==> src/rtl/mem_port_arbiter.sv <==
// rtl/mem_port_arbiter.sv - shares one single-port data RAM between instruction fetch and load/store
// Sub-word stores become a two-cycle read-modify-write so the RAM needs no byte enables.

module mem_port_arbiter #(
    parameter int RAM_AW = 10
) (
    input  logic              clk,
    input  logic              rst_n,
    input  logic              if_req,
    input  logic [31:0]       if_addr,
    output logic              if_gnt,
    output logic              if_rvalid,
    output logic [31:0]       if_rdata,
    input  logic              ls_req,
    input  logic              ls_we,
    input  logic [31:0]       ls_addr,
    input  logic [31:0]       ls_wdata,
    input  logic [1:0]        ls_type,
    input  logic              ls_unsig,
    output logic              ls_gnt,
    output logic              ls_rvalid,
    output logic [31:0]       ls_rdata,
    output logic              ls_err,
    output logic              ram_en,
    output logic              ram_we,
    output logic [RAM_AW-1:0] ram_addr,
    output logic [31:0]       ram_wdata,
    input  logic [31:0]       ram_rdata
);

    typedef enum logic {IDLE, RMW} state_e;

    state_e              state_q, state_d;
    logic                last_if_q, last_if_d;
    logic                if_rv_q;
    logic                ls_rv_q;
    logic                ls_err_q;
    logic                ls_load_q;
    logic [1:0]          ls_off_q;
    logic [1:0]          ls_type_q;
    logic                ls_unsig_q;
    logic [15:0]         ls_wdata_q;
    logic [RAM_AW-1:0]   ls_waddr_q;

    logic                grant_ok;
    logic                pick_ls;
    logic [1:0]          ls_off;
    logic                ls_word;
    logic                ls_mis;
    logic                ls_sub_st;
    logic [31:0]         merged;
    logic [31:0]         shifted;
    logic [31:0]         ext;
    logic                unused_bits;

    assign unused_bits = ^{if_addr[31:RAM_AW+2], if_addr[1:0], ls_addr[31:RAM_AW+2]};

    // Grants are gated by rst_n so every output is 0 while reset is held.
    assign grant_ok  = rst_n && (state_q == IDLE);
    assign pick_ls   = ls_req && (!if_req || last_if_q);
    assign if_gnt    = grant_ok && if_req && !pick_ls;
    assign ls_gnt    = grant_ok && pick_ls;

    assign ls_off    = ls_addr[1:0];
    assign ls_word   = ls_type[1];
    assign ls_mis    = ((ls_type == 2'b01) && ls_off[0]) || (ls_word && (ls_off != 2'b00));
    assign ls_sub_st = ls_we && !ls_word && !ls_mis;

    always_comb begin
        merged = ram_rdata;
        if (!ls_type_q[0]) begin
            case (ls_off_q)
                2'd0:    merged[7:0]   = ls_wdata_q[7:0];
                2'd1:    merged[15:8]  = ls_wdata_q[7:0];
                2'd2:    merged[23:16] = ls_wdata_q[7:0];
                default: merged[31:24] = ls_wdata_q[7:0];
            endcase
        end else if (ls_off_q[1]) begin
            merged[31:16] = ls_wdata_q;
        end else begin
            merged[15:0] = ls_wdata_q;
        end
    end

    always_comb begin
        state_d   = state_q;
        last_if_d = last_if_q;
        ram_en    = 1'b0;
        ram_we    = 1'b0;
        ram_addr  = '0;
        ram_wdata = '0;
        if (state_q == RMW) begin
            ram_en    = 1'b1;
            ram_we    = 1'b1;
            ram_addr  = ls_waddr_q;
            ram_wdata = merged;
            state_d   = IDLE;
        end else if (if_gnt) begin
            ram_en    = 1'b1;
            ram_addr  = if_addr[RAM_AW+1:2];
            last_if_d = 1'b1;
        end else if (ls_gnt) begin
            last_if_d = 1'b0;
            ram_addr  = ls_addr[RAM_AW+1:2];
            // Misaligned accesses never touch the RAM; sub-word stores read first.
            if (!ls_mis) begin
                ram_en = 1'b1;
                if (ls_we && ls_word) begin
                    ram_we    = 1'b1;
                    ram_wdata = ls_wdata;
                end
                if (ls_sub_st) begin
                    state_d = RMW;
                end
            end
        end
    end

    always_comb begin
        shifted = ram_rdata >> {ls_off_q, 3'b000};
        if (ls_type_q[1]) begin
            ext = shifted;
        end else if (ls_type_q[0]) begin
            ext = {{16{shifted[15] & !ls_unsig_q}}, shifted[15:0]};
        end else begin
            ext = {{24{shifted[7] & !ls_unsig_q}}, shifted[7:0]};
        end
    end

    assign if_rvalid = if_rv_q;
    assign if_rdata  = if_rv_q ? ram_rdata : 32'h0;
    assign ls_rvalid = ls_rv_q;
    assign ls_err    = ls_err_q;
    assign ls_rdata  = (ls_rv_q && ls_load_q && !ls_err_q) ? ext : 32'h0;

    always_ff @(posedge clk or negedge rst_n) begin
        if (!rst_n) begin
            state_q    <= IDLE;
            last_if_q  <= 1'b1;
            if_rv_q    <= 1'b0;
            ls_rv_q    <= 1'b0;
            ls_err_q   <= 1'b0;
            ls_load_q  <= 1'b0;
            ls_off_q   <= 2'b00;
            ls_type_q  <= 2'b00;
            ls_unsig_q <= 1'b0;
            ls_wdata_q <= 16'h0;
            ls_waddr_q <= '0;
        end else begin
            state_q   <= state_d;
            last_if_q <= last_if_d;
            if_rv_q   <= if_gnt;
            ls_rv_q   <= ls_gnt;
            ls_err_q  <= ls_gnt && ls_mis;
            if (ls_gnt) begin
                ls_load_q  <= !ls_we;
                ls_off_q   <= ls_off;
                ls_type_q  <= ls_type;
                ls_unsig_q <= ls_unsig;
                ls_wdata_q <= ls_wdata[15:0];
                ls_waddr_q <= ls_addr[RAM_AW+1:2];
            end
        end
    end

endmodule

==> config.mk <==
export PLATFORM = sky130hd
export DESIGN_NAME = mem_port_arbiter
export DESIGN_NICKNAME = d
export VERILOG_FILES = /design/src/rtl/mem_port_arbiter.sv
export SDC_FILE = /design/constraint.sdc
export NUM_CORES = 1
export LEC_CHECK = 0
export CAP_MARGIN = 20
export CORE_AREA = 2 2 83 124
export DETAILED_ROUTE_END_ITERATION = 8
export DIE_AREA = 0 0 85 126
export MAX_ROUTING_LAYER = met4
export PLACE_DENSITY = 0.82
export SYNTH_ARGS = -nofsm -noshare
export SYNTH_HDL_FRONTEND = slang
export SYNTH_SLANG_ARGS = --single-unit
==> constraint.sdc <==
create_clock -name clk -period 2.1 [get_ports clk]
set_clock_uncertainty 0.05 [all_clocks]
set_input_delay 0.42 -clock clk [delete_from_list [all_inputs] [get_ports clk]]
set_output_delay 0.42 -clock clk [all_outputs]
set_load 0.05 [all_outputs]
==> impl_metrics.tcl <==
set metrics [dict create \
    status "complete, but fails checks" \
    failed_checks "setup timing" \
    wire_per_inst_um 24.6 \
    syn_avg_cell_area_um2 7.78 \
    power_density_nw_per_um2 538 \
    clock.fmax_mhz 390 \
    hpwl_um 12100 \
    ant_nets 0 \
    drt_wl_total_um 20200 \
    slew_viol_final 0 \
    finalHoldViolCount 0 \
    synthAdderAreaFrac_pct 0 \
    synth_warnings 0 \
    drive_gt1_share_pct 57.9 \
    antenna_found_initial 0 \
    cp_common_cell "buf_12" \
    multiInputGateArea_um2 3180 \
    die_area_um2 10700 \
    slew-limit-headroom_pct 66.5 \
    area_growth_pct 152 \
    start_kind "flop" \
    ys_ff_latch 37 \
    holdWs_ns 0.114 \
    diodes 0 \
    synthSimpleGateAreaFrac_pct 29.2 \
    die_w_um 85 \
    post-route-period-util_pct 122 \
    root_buffer "clkbuf_16" \
    endpoint_kind "primary output" \
    setup_viol_count_final 77 \
    synthFlopType "dfrtp_1" \
    nNetsFinal 842 \
    via_count 5037 \
    cts_max_level 2 \
    ctsHoldBuffers 0 \
    synth_edf_count 0 \
    cpLargestDelayFamily "buffers and inverters" \
    crit_path_start "ls_off_q[0]" \
    crit_type "flop to primary output" \
    synthCells 423 \
    drt_drc_violations_left 0 \
    met1Wirelength_um 6410 \
    yosysSeqAreaShare_pct 28.2 \
    cp_slowest_cell "dfrtp_1" \
    slowest_delay_ns 0.40 \
    place_ws_ns -0.560 \
    critPathMaxFanout 11 \
    netlist_area_um2 3290 \
    r2r_start "last_if_q" \
    fp-row-count 44 \
    globalRouteOverflowTotal 0 \
    via_per_inst 6.13 \
    start_util_pct 34.2 \
    clock-sinks 37 \
    syn_nets 559 \
    synth_compound_area_share_pct 24.2 \
    core-area_um2 9630 \
    synth_top_family_by_area "simple AND/OR/NAND/NOR gates" \
    max_cap_viol_count 0 \
    cts_tree "yes" \
    seq_area_um2 932 \
    synth_area_leader_cell "dfrtp_1" \
    top_layer "met4" \
    synth_xor_xnor_area_share_pct 0 \
    grt_pass1_wl_um 28600 \
    yosysTopAreaCellShare_pct 27.4 \
    numCtsBuffers 5 \
    wl_met3_um 1560 \
    min_period_ns 2.57 \
    fp.dieH_um 126 \
    total_leakage_power_nw 3.80 \
    grt_pass1_vias 5114 \
    hold_class "input pin to async pin" \
    gr-usage-all-layers_pct 35.0 \
    grt_setup_unrepaired "true" \
    synth.area.top_cells "dfrtp_1 27%, nand2_1 14%, mux2_2 7.9%" \
    crit_buf_inv 3 \
    clk_latency_ns 0.28 \
    critPathRequiredTime_ns 1.63 \
    rrSetupSlack_ns 0.25 \
    clkTransAtPathRegs_ns 0.06 \
    synthDistinctLibCells 44 \
    synthArstFlopShare_pct 100 \
    crit_chain "buf_4 -> buf_12 -> mux2_2 -> a221oi_1 -> nor2_2 -> buf_12" \
    first_iter_violations 450 \
    io_pins 249 \
    drt_first_pass_iters 5 \
    muxShareOfSynthArea_pct 12.2 \
    worstPathArrival_ns 2.10 \
    port_buffers 206 \
    grt_max_degree 34 \
    fin_util_pct 86.2 \
    worstMarginPinSlew_ns 0.501 \
    nFillCells 386 \
    dr_wl_met2_um 10700 \
    gp_congestion 0.918 \
    worst_slack_ns -0.466 \
    clockBufferDepth 2 \
    peakVddDrop_mv 0.549 \
]
-- cells by family (layout without fill, tap and decap cells) --
family          count (synthesis)  after routing
simple gates                  207            207
compound gates                108            108
flops                          37             37
mux                            36             36
buf+inv                        35            319
-- sequential cells by signal, indices dropped and copies added (netlist names) --
register / count
last_if_q: 1
state_q: 1
ls_wdata_q: 16
ls_off_q: 2
ls_rvalid: 1
if_rvalid: 1
ls_waddr_q: 10
ls_unsig_q: 1
ls_err: 1
ls_load_q: 1
ls_type_q: 2
-- cells in the final DEF, fill, tap and decap left out, types with 3 or more instances in the layout --
cell type,instances
nor2_2,11
a221oi_1,3
nand2_4,39
a22oi_1,10
a21o_2,6
dlygate4sd2_1,10
nand2_1,81
a22o_4,17
a211oi_4,7
mux2i_1,3
mux2_2,15
a221oi_2,4
o22a_1,5
clkdlybuf4s50_1,82
nor2_4,3
mux2i_2,7
nor2_1,9
and2_1,32
dfrtp_1,32
o21ai_4,8
clkinv_2,3
o21ai_0,4
o21ai_1,4
nand2b_1,4
a211oi_2,7
or2_4,3
dfrtp_2,4
buf_8,30
buf_12,82
buf_4,79
buf_6,19
o21ai_2,10
nor2b_2,6
nand2_2,5
clkbuf_16,6
o221ai_2,5
mux2_4,8
-- report_power, final --
part	switching, mW	total, mW	internal, mW
Clock	0.291	0.727	0.436
Combinational	1.52	2.76	1.24
Sequential	0.128	0.981	0.852
-- metrics by stage --
stage | area (um^2) | instances | setup TNS, ns | power (mW)
2_1_floorplan | 3650 | 423 | -3.66 | 2.14
3_3_place_gp | 6870 | 786 | -30.66 | 3.04
6_report | 8300 | 822 | -20.59 | 4.47
3_5_place_dp | 6870 | 786 | -32.63 | 3.08
5_1_grt | 8300 | 822 | -23.78 | 4.61
4_1_cts | 8030 | 816 | -16.00 | 4.15
-- final timing paths --
check	end	cells past startpoint
hold / removal	state_q	2
setup reg to reg	ls_waddr_q[3]	9
min in group clk	ls_waddr_q[8]	2
hold reg to reg	ls_waddr_q[8]	2
max in group asynchronous	ls_rvalid	2
setup / recovery	ls_rdata[9]	6
-- what timing repair did --
action / 4_1_cts / 5_1_grt
gates cloned: 3 / 1
setup buffers: 19 / 5
pin swaps: 43 / 8
endpoints found under the setup margin: 78 / 78
hold endpoints to repair: 0 / 0
resized for setup: 231 / 42
-- final cells by class --
type | count | share of cell area, %
sequential | 37 | 11.2
tap | 115 | 1.73
inverter | 4 | 0.286
clock inverter | 2 | 0.121
clock buffer | 6 | 1.55
timing repair buffer | 307 | 46.8
multi-input combinational | 351 | 38.3
-- per-layer routing --
layer	global-route usage (%)	vias up
li1	-	2054
met2	62.6	422
met5	-	-
met3	5.57	154
met4	21.3	0
met1	34.9	2407
-- synth_stat cells, types with 2 or more instances --
master and number:
clkbuf_1 14, buf_2 4, a21o_1 9, buf_4 8, or2_2 3, a22oi_1 11, dfrtp_1 36, nand2b_1 4
o22a_1 7, nand3_1 2, nand2_1 125, nor2b_1 9, mux2_2 23, a21oi_1 2, o221ai_1 8, o21ai_1 2
nor2_1 23, nand3b_1 2, a22o_1 18, and2_1 32, a211oi_1 14, o21ai_0 24, buf_6 5, a221oi_1 7
mux2i_1 12
No activity file was read; power rests on OpenSTA's default activity.
